## config.mk

```make
export PLATFORM = sky130hd
export DESIGN_NAME = wish_rr_arbiter_flat
export DESIGN_NICKNAME = d
export VERILOG_FILES = /design/src/rtl/wish_rr_arbiter_if.sv /design/src/rtl/wish_rr_arbiter.sv /design/src/flat_wrapper.sv
export SDC_FILE = /design/constraint.sdc
export NUM_CORES = 1
export LEC_CHECK = 0
export CORE_MARGIN = 2
export CORE_UTILIZATION = 28
export DETAILED_ROUTE_END_ITERATION = 8
export PLACE_DENSITY = 0.88
export SLEW_MARGIN = 20
export SYNTH_ARGS = -nofsm -noshare
export SYNTH_HDL_FRONTEND = slang
export SYNTH_SLANG_ARGS = --single-unit
```

## constraint.sdc

```tcl
create_clock -name clk_i -period 1.9 [get_ports clk_i]
set_clock_uncertainty 0.15 [all_clocks]
set_input_delay 0.475 -clock clk_i [delete_from_list [all_inputs] [get_ports clk_i]]
set_output_delay 0.475 -clock clk_i [all_outputs]
set_load 0.02 [all_outputs]
```

## src/rtl/wish_rr_arbiter_if.sv

```systemverilog
// Wishbone classic bundle between N stream sources, the arbiter and one sink.
// The slave modport is the arbiter's view; the master modport is the environment's view.
// Port names keep the Wishbone _i/_o affixes as seen from the arbiter.
interface wish_rr_arbiter_if #(
   parameter int N          = 2,
   parameter int DATA_WIDTH = 32,
   parameter int TGC_WIDTH  = 2
);
   logic [N-1:0]            m_cyc_i;
   logic [N-1:0]            m_stb_i;
   logic [N*DATA_WIDTH-1:0] m_dat_i;
   logic [N*TGC_WIDTH-1:0]  m_tgc_i;
   logic [N-1:0]            m_ack_o;
   logic                    s_cyc_o;
   logic                    s_stb_o;
   logic [DATA_WIDTH-1:0]   s_dat_o;
   logic [TGC_WIDTH-1:0]    s_tgc_o;
   logic                    s_ack_i;

   modport slave (
      input  m_cyc_i, m_stb_i, m_dat_i, m_tgc_i, s_ack_i,
      output m_ack_o, s_cyc_o, s_stb_o, s_dat_o, s_tgc_o
   );

   modport master (
      output m_cyc_i, m_stb_i, m_dat_i, m_tgc_i, s_ack_i,
      input  m_ack_o, s_cyc_o, s_stb_o, s_dat_o, s_tgc_o
   );
endinterface

```

## src/rtl/wish_rr_arbiter.sv

```systemverilog
// Round-robin arbiter sharing one Wishbone classic sink among N sources, grant held per cyc.
// Latency: grant registered one edge after cyc request; data/ack paths combinational from grant.
// Backpressure: sink ack routed to granted source only; stalled holders are revoked by a watchdog.
module wish_rr_arbiter #(
   parameter int DATA_WIDTH = 32,
   parameter int TGC_WIDTH  = 2,
   parameter int N          = 2,
   parameter int TIMEOUT    = 16
) (
   input  logic          clk_i,
   input  logic          rst_i,
   wish_rr_arbiter_if.slave bus,
   output logic [N-1:0]  gnt_o,
   output logic          err_o
);
   localparam int PW = (N > 1) ? $clog2(N) : 1;
   localparam int CW = $clog2(TIMEOUT + 2);

   typedef enum logic {IDLE, GRANTED} state_t;

   state_t          state, state_nx;
   logic [PW-1:0]   g, g_nx;
   logic [PW-1:0]   ptr, ptr_nx;
   logic [PW-1:0]   win, scan_idx;
   logic [N-1:0]    mask, mask_nx;
   logic [N-1:0]    gnt_nx, elig;
   logic [CW-1:0]   stall_cnt, stall_nx;
   logic            err_nx, found, arb;
   logic            holder_cyc, holder_stb, timeout_hit;

   assign holder_cyc = bus.m_cyc_i[g];
   assign holder_stb = bus.m_stb_i[g];

   // A holder that keeps cyc up without strobing for TIMEOUT cycles is revoked on this edge;
   // a holder dropping cyc in the same cycle is a normal release instead.
   assign timeout_hit = (TIMEOUT != 0) && (state == GRANTED) && holder_cyc && !holder_stb &&
                        (stall_cnt == CW'(TIMEOUT - 1));

   // State register: grant, pointer, mask, watchdog counter and error pulse.
   always_ff @(posedge clk_i) begin
      if (rst_i) begin
         state     <= IDLE;
         g         <= '0;
         ptr       <= '0;
         mask      <= '0;
         stall_cnt <= '0;
         gnt_o     <= '0;
         err_o     <= 1'b0;
      end else begin
         state     <= state_nx;
         g         <= g_nx;
         ptr       <= ptr_nx;
         mask      <= mask_nx;
         stall_cnt <= stall_nx;
         gnt_o     <= gnt_nx;
         err_o     <= err_nx;
      end
   end

   // Next state: round-robin scan from ptr, handoff without bubble, watchdog revoke.
   always_comb begin
      state_nx = state;
      g_nx     = g;
      ptr_nx   = ptr;
      gnt_nx   = gnt_o;
      stall_nx = stall_cnt;
      err_nx   = timeout_hit;
      found    = 1'b0;
      win      = '0;
      scan_idx = '0;

      // Masks are sticky only while the revoked source keeps cyc asserted.
      mask_nx = mask & bus.m_cyc_i;
      if (timeout_hit) mask_nx[g] = 1'b1;

      // The revoked holder must not win the re-arbitration on its own revoke edge.
      elig = bus.m_cyc_i & ~mask;
      if (timeout_hit) elig[g] = 1'b0;

      // ptr already points past the last winner, so a released holder scans last.
      for (int k = 0; k < N; k++) begin
         scan_idx = PW'((int'(ptr) + k) % N);
         if (!found && elig[scan_idx]) begin
            found = 1'b1;
            win   = scan_idx;
         end
      end

      arb = (state == IDLE) || !holder_cyc || timeout_hit;

      if (arb) begin
         stall_nx = '0;
         gnt_nx   = '0;
         if (found) begin
            state_nx    = GRANTED;
            g_nx        = win;
            ptr_nx      = (win == PW'(N - 1)) ? '0 : win + PW'(1);
            gnt_nx[win] = 1'b1;
         end else begin
            state_nx = IDLE;
         end
      end else if (holder_stb) begin
         stall_nx = '0;
      end else if (TIMEOUT != 0) begin
         stall_nx = stall_cnt + CW'(1);
      end
   end

   // Outputs: mux the granted source to the sink and return ack to it alone.
   always_comb begin
      bus.s_cyc_o = 1'b0;
      bus.s_stb_o = 1'b0;
      bus.s_dat_o = '0;
      bus.s_tgc_o = '0;
      bus.m_ack_o = '0;
      if (state == GRANTED) begin
         bus.s_cyc_o    = holder_cyc;
         bus.s_stb_o    = holder_stb;
         bus.s_dat_o    = bus.m_dat_i[g*DATA_WIDTH +: DATA_WIDTH];
         bus.s_tgc_o    = bus.m_tgc_i[g*TGC_WIDTH +: TGC_WIDTH];
         bus.m_ack_o[g] = bus.s_ack_i & holder_stb & holder_cyc;
      end
   end
endmodule
```

## src/flat_wrapper.sv

```systemverilog
// flat-port wrapper written by rule: the top's interface ports become plain ports
module wish_rr_arbiter_flat 
#(
   parameter int DATA_WIDTH = 32,
   parameter int TGC_WIDTH  = 2,
   parameter int N          = 2,
   parameter int TIMEOUT    = 16
)
  (clk_i, rst_i, gnt_o, err_o, bus_m_cyc_i, bus_m_stb_i, bus_m_dat_i, bus_m_tgc_i, bus_s_ack_i, bus_m_ack_o, bus_s_cyc_o, bus_s_stb_o, bus_s_dat_o, bus_s_tgc_o);
  wish_rr_arbiter_if #(.N(N), .DATA_WIDTH(DATA_WIDTH), .TGC_WIDTH(TGC_WIDTH)) bus_i ();
  input  logic clk_i;
  input  logic rst_i;
  output logic [N-1:0] gnt_o;
  output logic err_o;
  input wire logic [$bits(bus_i.m_cyc_i)-1:0] bus_m_cyc_i;
  input wire logic [$bits(bus_i.m_stb_i)-1:0] bus_m_stb_i;
  input wire logic [$bits(bus_i.m_dat_i)-1:0] bus_m_dat_i;
  input wire logic [$bits(bus_i.m_tgc_i)-1:0] bus_m_tgc_i;
  input wire logic [$bits(bus_i.s_ack_i)-1:0] bus_s_ack_i;
  output wire logic [$bits(bus_i.m_ack_o)-1:0] bus_m_ack_o;
  output wire logic [$bits(bus_i.s_cyc_o)-1:0] bus_s_cyc_o;
  output wire logic [$bits(bus_i.s_stb_o)-1:0] bus_s_stb_o;
  output wire logic [$bits(bus_i.s_dat_o)-1:0] bus_s_dat_o;
  output wire logic [$bits(bus_i.s_tgc_o)-1:0] bus_s_tgc_o;
  assign bus_i.m_cyc_i = bus_m_cyc_i;
  assign bus_i.m_stb_i = bus_m_stb_i;
  assign bus_i.m_dat_i = bus_m_dat_i;
  assign bus_i.m_tgc_i = bus_m_tgc_i;
  assign bus_i.s_ack_i = bus_s_ack_i;
  assign bus_m_ack_o = bus_i.m_ack_o;
  assign bus_s_cyc_o = bus_i.s_cyc_o;
  assign bus_s_stb_o = bus_i.s_stb_o;
  assign bus_s_dat_o = bus_i.s_dat_o;
  assign bus_s_tgc_o = bus_i.s_tgc_o;
  wish_rr_arbiter #(.DATA_WIDTH(DATA_WIDTH), .TGC_WIDTH(TGC_WIDTH), .N(N), .TIMEOUT(TIMEOUT)) u_core (.clk_i(clk_i), .rst_i(rst_i), .bus(bus_i), .gnt_o(gnt_o), .err_o(err_o));
endmodule
```

Word-level counts from Yosys, hierarchy flattened
Index checks and enable logic that the tools add are counted.
- mux-type cells: 26
- shift operators: 2
- reductions and logical operators: 13
- add/subtract/negate cells: 3
- bitwise operators: 10
- equality and inequality tests: 1
- magnitude comparators: 6
- operators with widths (operator ; number):
    64-bit by 7-bit variable part select with 32-bit output ; 1
    32-bit two-way mux ; 1
    1-bit two-way mux ; 18
    2-bit two-way mux ; 5
    2-bit bitwise AND ; 4
    1-bit by 2-bit less-than comparator with 1-bit output, second input constant ; 4
    1-bit logical AND ; 6
    5-bit by 1-bit adder with 5-bit output, second input constant ; 1
    5-bit by 4-bit equality test with 1-bit output, second input constant ; 1
    2-bit NOT ; 2
    4-bit by 3-bit variable part select with 2-bit output ; 1
    1-bit zero test ; 3
    3-bit OR reduction ; 1
    1-bit adder, second input constant ; 2
    1-bit bitwise AND ; 2
    1-bit demux with 1-bit select ; 2
    1-bit >= comparator, second input constant ; 2
    1-bit logical OR ; 2
    2-bit OR ; 1
    2-bit AND reduction ; 1
    1-bit NOT ; 1
- word-level logic and storage cells: 68
- bits of input ports: 75
- output and inout port bits: 41
- flip-flop bits (word level): 13

Longest topological paths before layout
Gate-level depths: netlist of run 1.
- depth in word-level cells: 18
- depth in mapped cells: 7
- depth with buffers taken out: 7

Worst setup path after synthesis of run 1
OpenSTA, ideal clock, no wires.
- kind: reg-to-output
- start point: register u_core.g
- end point: output port bus_m_ack_o[0]
- arrival: 1.534 ns
- path buffers: 1
- setup slack: -0.259 ns
- stages on the path, launching flop included: 6
- data required time: 1.275 ns
- path through: dfxtp_1 > buf_6 > mux2_4 > and2_1 > nand2_1 > nor3b_1
- cells in the longest elaborated chain, start to end: 6
- elaborated cells between the ends (all ways): 13
- classes of those cells: order compare: 2; mux: 7; bitwise: 3; reduce/logical: 1
- RTL lines (element ; line ; text):
    from (decl) ; wish_rr_arbiter.sv:22 ; logic [PW-1:0] g, g_nx;
    from (signal assigned) ; wish_rr_arbiter.sv:51 ; g <= g_nx;
    1-bit by 2-bit less-than comparator with 1-bit output (implied by the code), or another cell as far along ; wish_rr_arbiter.sv:121 ; bus.m_ack_o[g] = bus.s_ack_i & holder_stb & holder_cyc;
    1-bit logical AND (implied by the code) / 1-bit two-way mux (equally long branches) ; wish_rr_arbiter.sv:121, wish_rr_arbiter.sv:32 ;
    1-bit two-way mux (implied by the code) / 1-bit bitwise AND (equally long branches) ; wish_rr_arbiter.sv:121 ;
    1-bit demux with 1-bit select / 1-bit bitwise AND (equally long branches) ; -- ;
    2-bit bitwise AND (no line) (*) ; -- ;
    2-bit two-way mux (*) ; wish_rr_arbiter.sv:116 ; if (state == GRANTED) begin
    to (decl) ; flat_wrapper.sv:20 ; output wire logic [$bits(bus_i.m_ack_o)-1:0] bus_m_ack_o;
Mark *: on every way between the ends. The rest lies on a longest branch, timed or not. The select of a mux whose other input is x is not followed.

Worst setup path in the final report of run 1
- start point: register u_core.g
- end point: output port bus_s_cyc_o
- cells in the longest elaborated chain, start to end: 3
- RTL lines (element ; line ; text):
    1-bit two-way mux (implied by the code) (2 in a row) ; wish_rr_arbiter.sv:31 ; assign holder_cyc = bus.m_cyc_i[g];
    1-bit two-way mux ; wish_rr_arbiter.sv:116 ;
    to (decl) ; flat_wrapper.sv:21 ; output wire logic [$bits(bus_i.s_cyc_o)-1:0] bus_s_cyc_o;
No other way between the ends. The select of a mux whose other input is x is not followed.

==> out/metrics.cfg, run 1 <==
[outcome]
outcome = complete, but fails checks
violations = setup timing

[route]
drc = 0
via_per_inst = 4.67
firstDrtPassIters = 4
routed-wl-met3_um = 408
wl_per_cell_um = 14.5
wl_met2_mm = 2.70
drt-initial-drc-count = 35
wl_met1_mm = 1.77
highest_layer = met4
num_vias = 1577
wl_mm = 4.89
antenna_left = 0

[sta]
finalCritPeriodShare_pct = 106
fin_ws_ns = -0.122
max_freq_mhz = 495
rsz0062_at_grt = true
slew_viol_final = 0
max_slew_margin_pct = 79.2
worstMarginPinSlew_ns = 0.303
finalHoldViolations = 0
finalSetupViolCount = 26
period_needed_ns = 2.02

[logic_synthesis]
yosys.area.top_type = mux2i_1
synth_fp_nets = 227
avgSynthCellArea_um2 = 8.47
synth_ff_type = dfxtp_1
ys_ff_latch = 13
synth_edf_count = 0
ys_warn_count = 0
synth_area_um2 = 1270
ys_seq_area_share_pct = 20.5
synth.most_common_cell = nor2b_1
async_reset_ff_share_pct = 0
syn_inst = 150
synth_area_leaders = mux2i_1, dfxtp_1, nor2b_1
ys_types = 39
synthDominantCellAreaShare_pct = 27.6
synth_common_cells = nor2b_1, mux2i_1, dfxtp_1, nor2_1, inv_1

[worst_setup_path]
cp.required_ns = 1.27
crit_type = reg -> out
worst_setup_path_start_kind = flop
crit_arrival_ns = 1.40
path_max_fanout = 5
end_kind = output port

[clock_tree]
cts_made_buffers = 3
cts_tree = built
cts-htree-levels = 1
clk_latency_ns = 0.24
clock_path_buffers = 2
path_clk_slew_ns = 0.06
cts-root-buf = clkbuf_8
clock-sinks = 13

[finish]
final_layout_size_suffix_gt1_share_pct = 37.8
fin_cells = 338
antennaDiodeCount = 0
fin_nets = 364
fillCellCount = 367
area_delta_synth_final_pct = 116
stdcell_area_um2 = 2750

[placed_design]
dpl_cell_area_um2 = 2630
post-place-ws_ns = -0.945
dp_hpwl_mm = 3.82
gp_congestion = 0.725
io_buffers = 115
post-place-cells = 327

[global_routing]
grt_pass1_vias = 1536
grt_max_degree = 25
antenna_found_initial = 0
grt_pass1_wl_mm = 7.20
track_usage_pct = 17.6
grt_overflow = 0

[floorplan]
num_rows = 24
io_pins = 116
core_um2 = 4350
start_util_pct = 29.2
die_h_um = 71.3
die-area_um2 = 5090
die_w_um = 71.3

[power_and_ir_drop]
power_density_nw_per_um2 = 412
leakage_nw = 1.17
ir_worst_vdd_uv = 565

[hold_path]
hold_path_class = reg -> reg

[flow_run]
max_cap_viol_count = 0

## repair_timing
| action | CTS | global route |
|---|---|---|
| resized for setup | 202 | 37 |
| gates cloned | 1 | 0 |
| setup buffers | 3 | 3 |
| pin swaps | 2 | 5 |
| endpoints found under the setup margin | 47 | 48 |
| hold buffers | 0 | 0 |
## worst max-delay path: stages, from the launching register on
cell     delay (ns)
dfxtp_4        0.36
buf_8          0.14
buf_6          0.12
mux2_4         0.31
nand2_4        0.07
inv_2          0.04
buf_6          0.12
## logic make-up after synthesis
group / share of synthesized area, %
DFF: 20.5
xor gates and xnor gates: 1.38
AOI/OAI and AO/OA: 10.3
muxes: 30.0
adders and majority gates: 1.97
and+or+nand+nor: 30.1
buffers and inverters: 5.71
## through the flow
| step | hold WS [ns] | TNS, ns | utilization (%) | total power, W |
|---|---|---|---|---|
| 6_report | 0.315 | -1.04 | 63.1 | 0.00113 |
| 3_3_place_gp | 0.289 | -21.59 | 60.4 | 0.000871 |
| 4_1_cts | 0.308 | -1.20 | 59.9 | 0.00111 |
| 3_5_place_dp | 0.298 | -22.62 | 60.4 | 0.000880 |
| 2_1_floorplan | 0.268 | 0 | - | 0.000554 |
| 5_1_grt | 0.335 | -3.03 | 63.1 | 0.00119 |
## metal layers
layer | vias to the layer above | track usage (%)
li1 | 795 | -
met1 | 720 | 18.8
met2 | 60 | 34.3
met3 | 2 | 4.64
met4 | 0 | 3.98
met5 | - | 0
## where the power goes
group	internal (W)	total (W)	switching [W]
combinational	0.000341	0.000596	0.000255
clock	0.000148	0.000248	0.0000997
sequential	0.000282	0.000289	0.00000695
total	0.000771	0.00113	0.000361
## flip-flops by register name, summed over array words and instances (netlist names)
register / count
u_core.g: 1
u_core.ptr: 1
u_core.mask: 2
u_core.state: 1
u_core.stall_cnt: 5
u_core.gnt_o: 2
u_core.err_o: 1
## layout make-up
| type | instances | area [um^2] | share of cell area (%) |
|---|---|---|---|
| multi-input cells | 121 | 1070 | 38.8 |
| repair buffers | 142 | 1280 | 46.7 |
| clock buffers | 4 | 45.0 | 1.64 |
| inverters | 6 | 22.5 | 0.819 |
| flip-flops and latches | 13 | 267 | 9.70 |
| well taps | 52 | 65.1 | 2.37 |
## final timing paths
path                   start               to  slack, ns  cells after the start
max                 u_core.g      bus_s_cyc_o      -0.12                      6
min          u_core.gnt_o[1]  u_core.gnt_o[1]       0.32                      2
max reg2reg         u_core.g       u_core.ptr       0.04                      7
min reg2reg  u_core.gnt_o[1]  u_core.gnt_o[1]       0.32                      2
## cells in the final DEF, fill, tap and decap left out, drive strengths merged, types with 3 or more instances in the layout
master,count
a211oi,3
mux2i,35
o21ai,3
nand2,4
nand3,3
buf,67
dfxtp,13
nor2b,36
clkbuf,5
dlymetal6s2s,5
dlygate4sd2,8
clkdlybuf4s50,61
nor2,10
inv,6
Power figures use the tool's default switching activity.
==> run 2: changes to the inputs <==
--- a/config.mk
+++ b/config.mk
@@ -13,3 +13,4 @@
 export SYNTH_ARGS = -nofsm -noshare
 export SYNTH_HDL_FRONTEND = slang
 export SYNTH_SLANG_ARGS = --single-unit
+export TNS_END_PERCENT = 1
==> out/metrics.cfg, run 2 (same netlist as run 1, synthesis figures left out) <==
[placed_design]
post-place-ws_ns = -0.956
io_buffers = 115
gp_congestion = 0.752
dp_hpwl_mm = 4.06

[route]
antenna_left = 0
wl_met1_mm = 1.78
firstDrtPassIters = 4
via_per_inst = 4.83
drc = 0
highest_layer = met4
wl_mm = 5.24
wl_per_cell_um = 15.5
wl_met2_mm = 2.96
drt-initial-drc-count = 18
num_vias = 1633
routed-wl-met3_um = 415

[floorplan]
num_rows = 24
die-area_um2 = 5090
core_um2 = 4350
die_w_um = 71.3
start_util_pct = 29.2
io_pins = 116
die_h_um = 71.3

[power_and_ir_drop]
power_density_nw_per_um2 = 414
seqPwrFrac_pct = 25.3
p_sw_w = 0.000359
p_clk_share_pct = 21.2
ir_worst_vdd_uv = 369
leakage_nw = 1.14
combPwrFrac_pct = 53.5
swShare_pct = 31.4
p_int_w = 0.000785

[sta]
finalSetupViolCount = 30
max_slew_margin_pct = 82.6
max_freq_mhz = 491
rsz0062_at_grt = true
worstMarginPinSlew_ns = 0.261
period_needed_ns = 2.04
slew_viol_final = 0
whs_ns = 0.298
finalHoldViolations = 0
finalCritPeriodShare_pct = 107
fin_ws_ns = -0.138

[clock_tree]
path_clk_slew_ns = 0.05
cts-htree-levels = 1
clock-sinks = 13
cts-root-buf = clkbuf_8
cts_tree = built
cts_made_buffers = 3
clk_latency_ns = 0.24
clock_path_buffers = 2
cts_hold_buf = 0

[worst_setup_path]
worst_setup_path_start_kind = flop
worstRegToRegCells = 7
path_max_fanout = 5
cp.required_ns = 1.27
crit_arrival_ns = 1.41
end_kind = output port
crit_type = reg -> out

[finish]
antennaDiodeCount = 0
area_delta_synth_final_pct = 117
top_register = u_core.stall_cnt
final_cell_mix = clkdlybuf4s50_1, buf_4, mux2i_1
fin_nets = 364
largest_register_ffs = 5
final_layout_size_suffix_gt1_share_pct = 35.0
top_regs = u_core.stall_cnt x5, u_core.gnt_o x2, u_core.mask x2
layout_commonest_cell = clkdlybuf4s50_1

[global_routing]
antenna_found_initial = 0
grt_overflow = 0
grt_pass1_vias = 1623
track_usage_pct = 19.8
grt_max_degree = 22
grt_pass1_wl_mm = 8.01

[flow_run]
max_cap_viol_count = 0

[hold_path]
hold_depth = 1
hold_path_class = reg -> reg

[outcome]
violations = setup timing
outcome = complete, but fails checks

-- run 2: cell types whose count changed in the layout (fill, tap and decap cells not counted), sizes merged --
cell,previous run,this run
dlymetal6s2s,5,1
clkdlybuf4s15,0,2
buf,67,65
dlygate4sd2,8,9
clkdlybuf4s50,61,65
clkbuf,5,4
-- run 2: path summary, 6_finish.rpt --
check / start / endpoint / slack, ns
setup / recovery: u_core.g / bus_s_cyc_o / -0.14
hold reg to reg: u_core.stall_cnt[0] / u_core.stall_cnt[0] / 0.30
setup reg to reg: u_core.g / u_core.stall_cnt[0] / 0.01
hold / removal: u_core.stall_cnt[0] / u_core.stall_cnt[0] / 0.30
-- run 2: area by class of cell --
class | count | area, um^2
Fill cell | 374 | 1590
Timing Repair Buffer | 142 | 1330
Multi-Input combinational cell | 121 | 1040
Sequential cell | 13 | 263
Tap cell | 52 | 65.1
Clock buffer | 4 | 45.0
Inverter | 6 | 22.5
-- run 2: power groups by stage --
stage / Combinational [W] / Clock, W / Sequential [W]
after global placement: 0.000586 / 0 / 0.000294
after CTS: 0.000599 / 0.000244 / 0.000289
after global routing: 0.000651 / 0.000263 / 0.000290
after detailed placement: 0.000597 / 0 / 0.000295
after floorplan: 0.000257 / 0 / 0.000296
final: 0.000612 / 0.000243 / 0.000289
-- run 2: timing repair --
item | in CTS | in global routing
buffers inserted | 2 | 0
setup endpoints to repair | 47 | 46
resized for setup | 203 | 18
cloned | 2 | 0
pin swaps | 5 | 2
-- run 2: metrics by stage --
stage / cells / total power [W] / area (um^2) / utilization [%] / TNS (ns)
finish: 338 / 0.00114 / 2760 / 63.4 / -1.41
global route: 338 / 0.00120 / 2760 / 63.4 / -3.64
CTS: 338 / 0.00113 / 2710 / 62.2 / -1.63
detailed placement: 330 / 0.000892 / 2670 / 61.2 / -21.99
global placement: 330 / 0.000880 / 2670 / 61.2 / -21.24
floorplan: 150 / 0.000553 / 1300 / - / -0.193
-- run 2: critical path: stages, from the launching register on --
cell and delay, ns:
dfxtp_2 0.35, buf_8 0.15, buf_12 0.12, mux2_4 0.30
nand2_2 0.08, inv_2 0.05, buf_6 0.12
-- run 2: metal layers --
layer / global-route usage (%) / vias up
met5: 0 / -
met3: 3.66 / 8
met1: 20.5 / 749
met2: 40.1 / 77
met4: 4.61 / 0
li1: - / 799
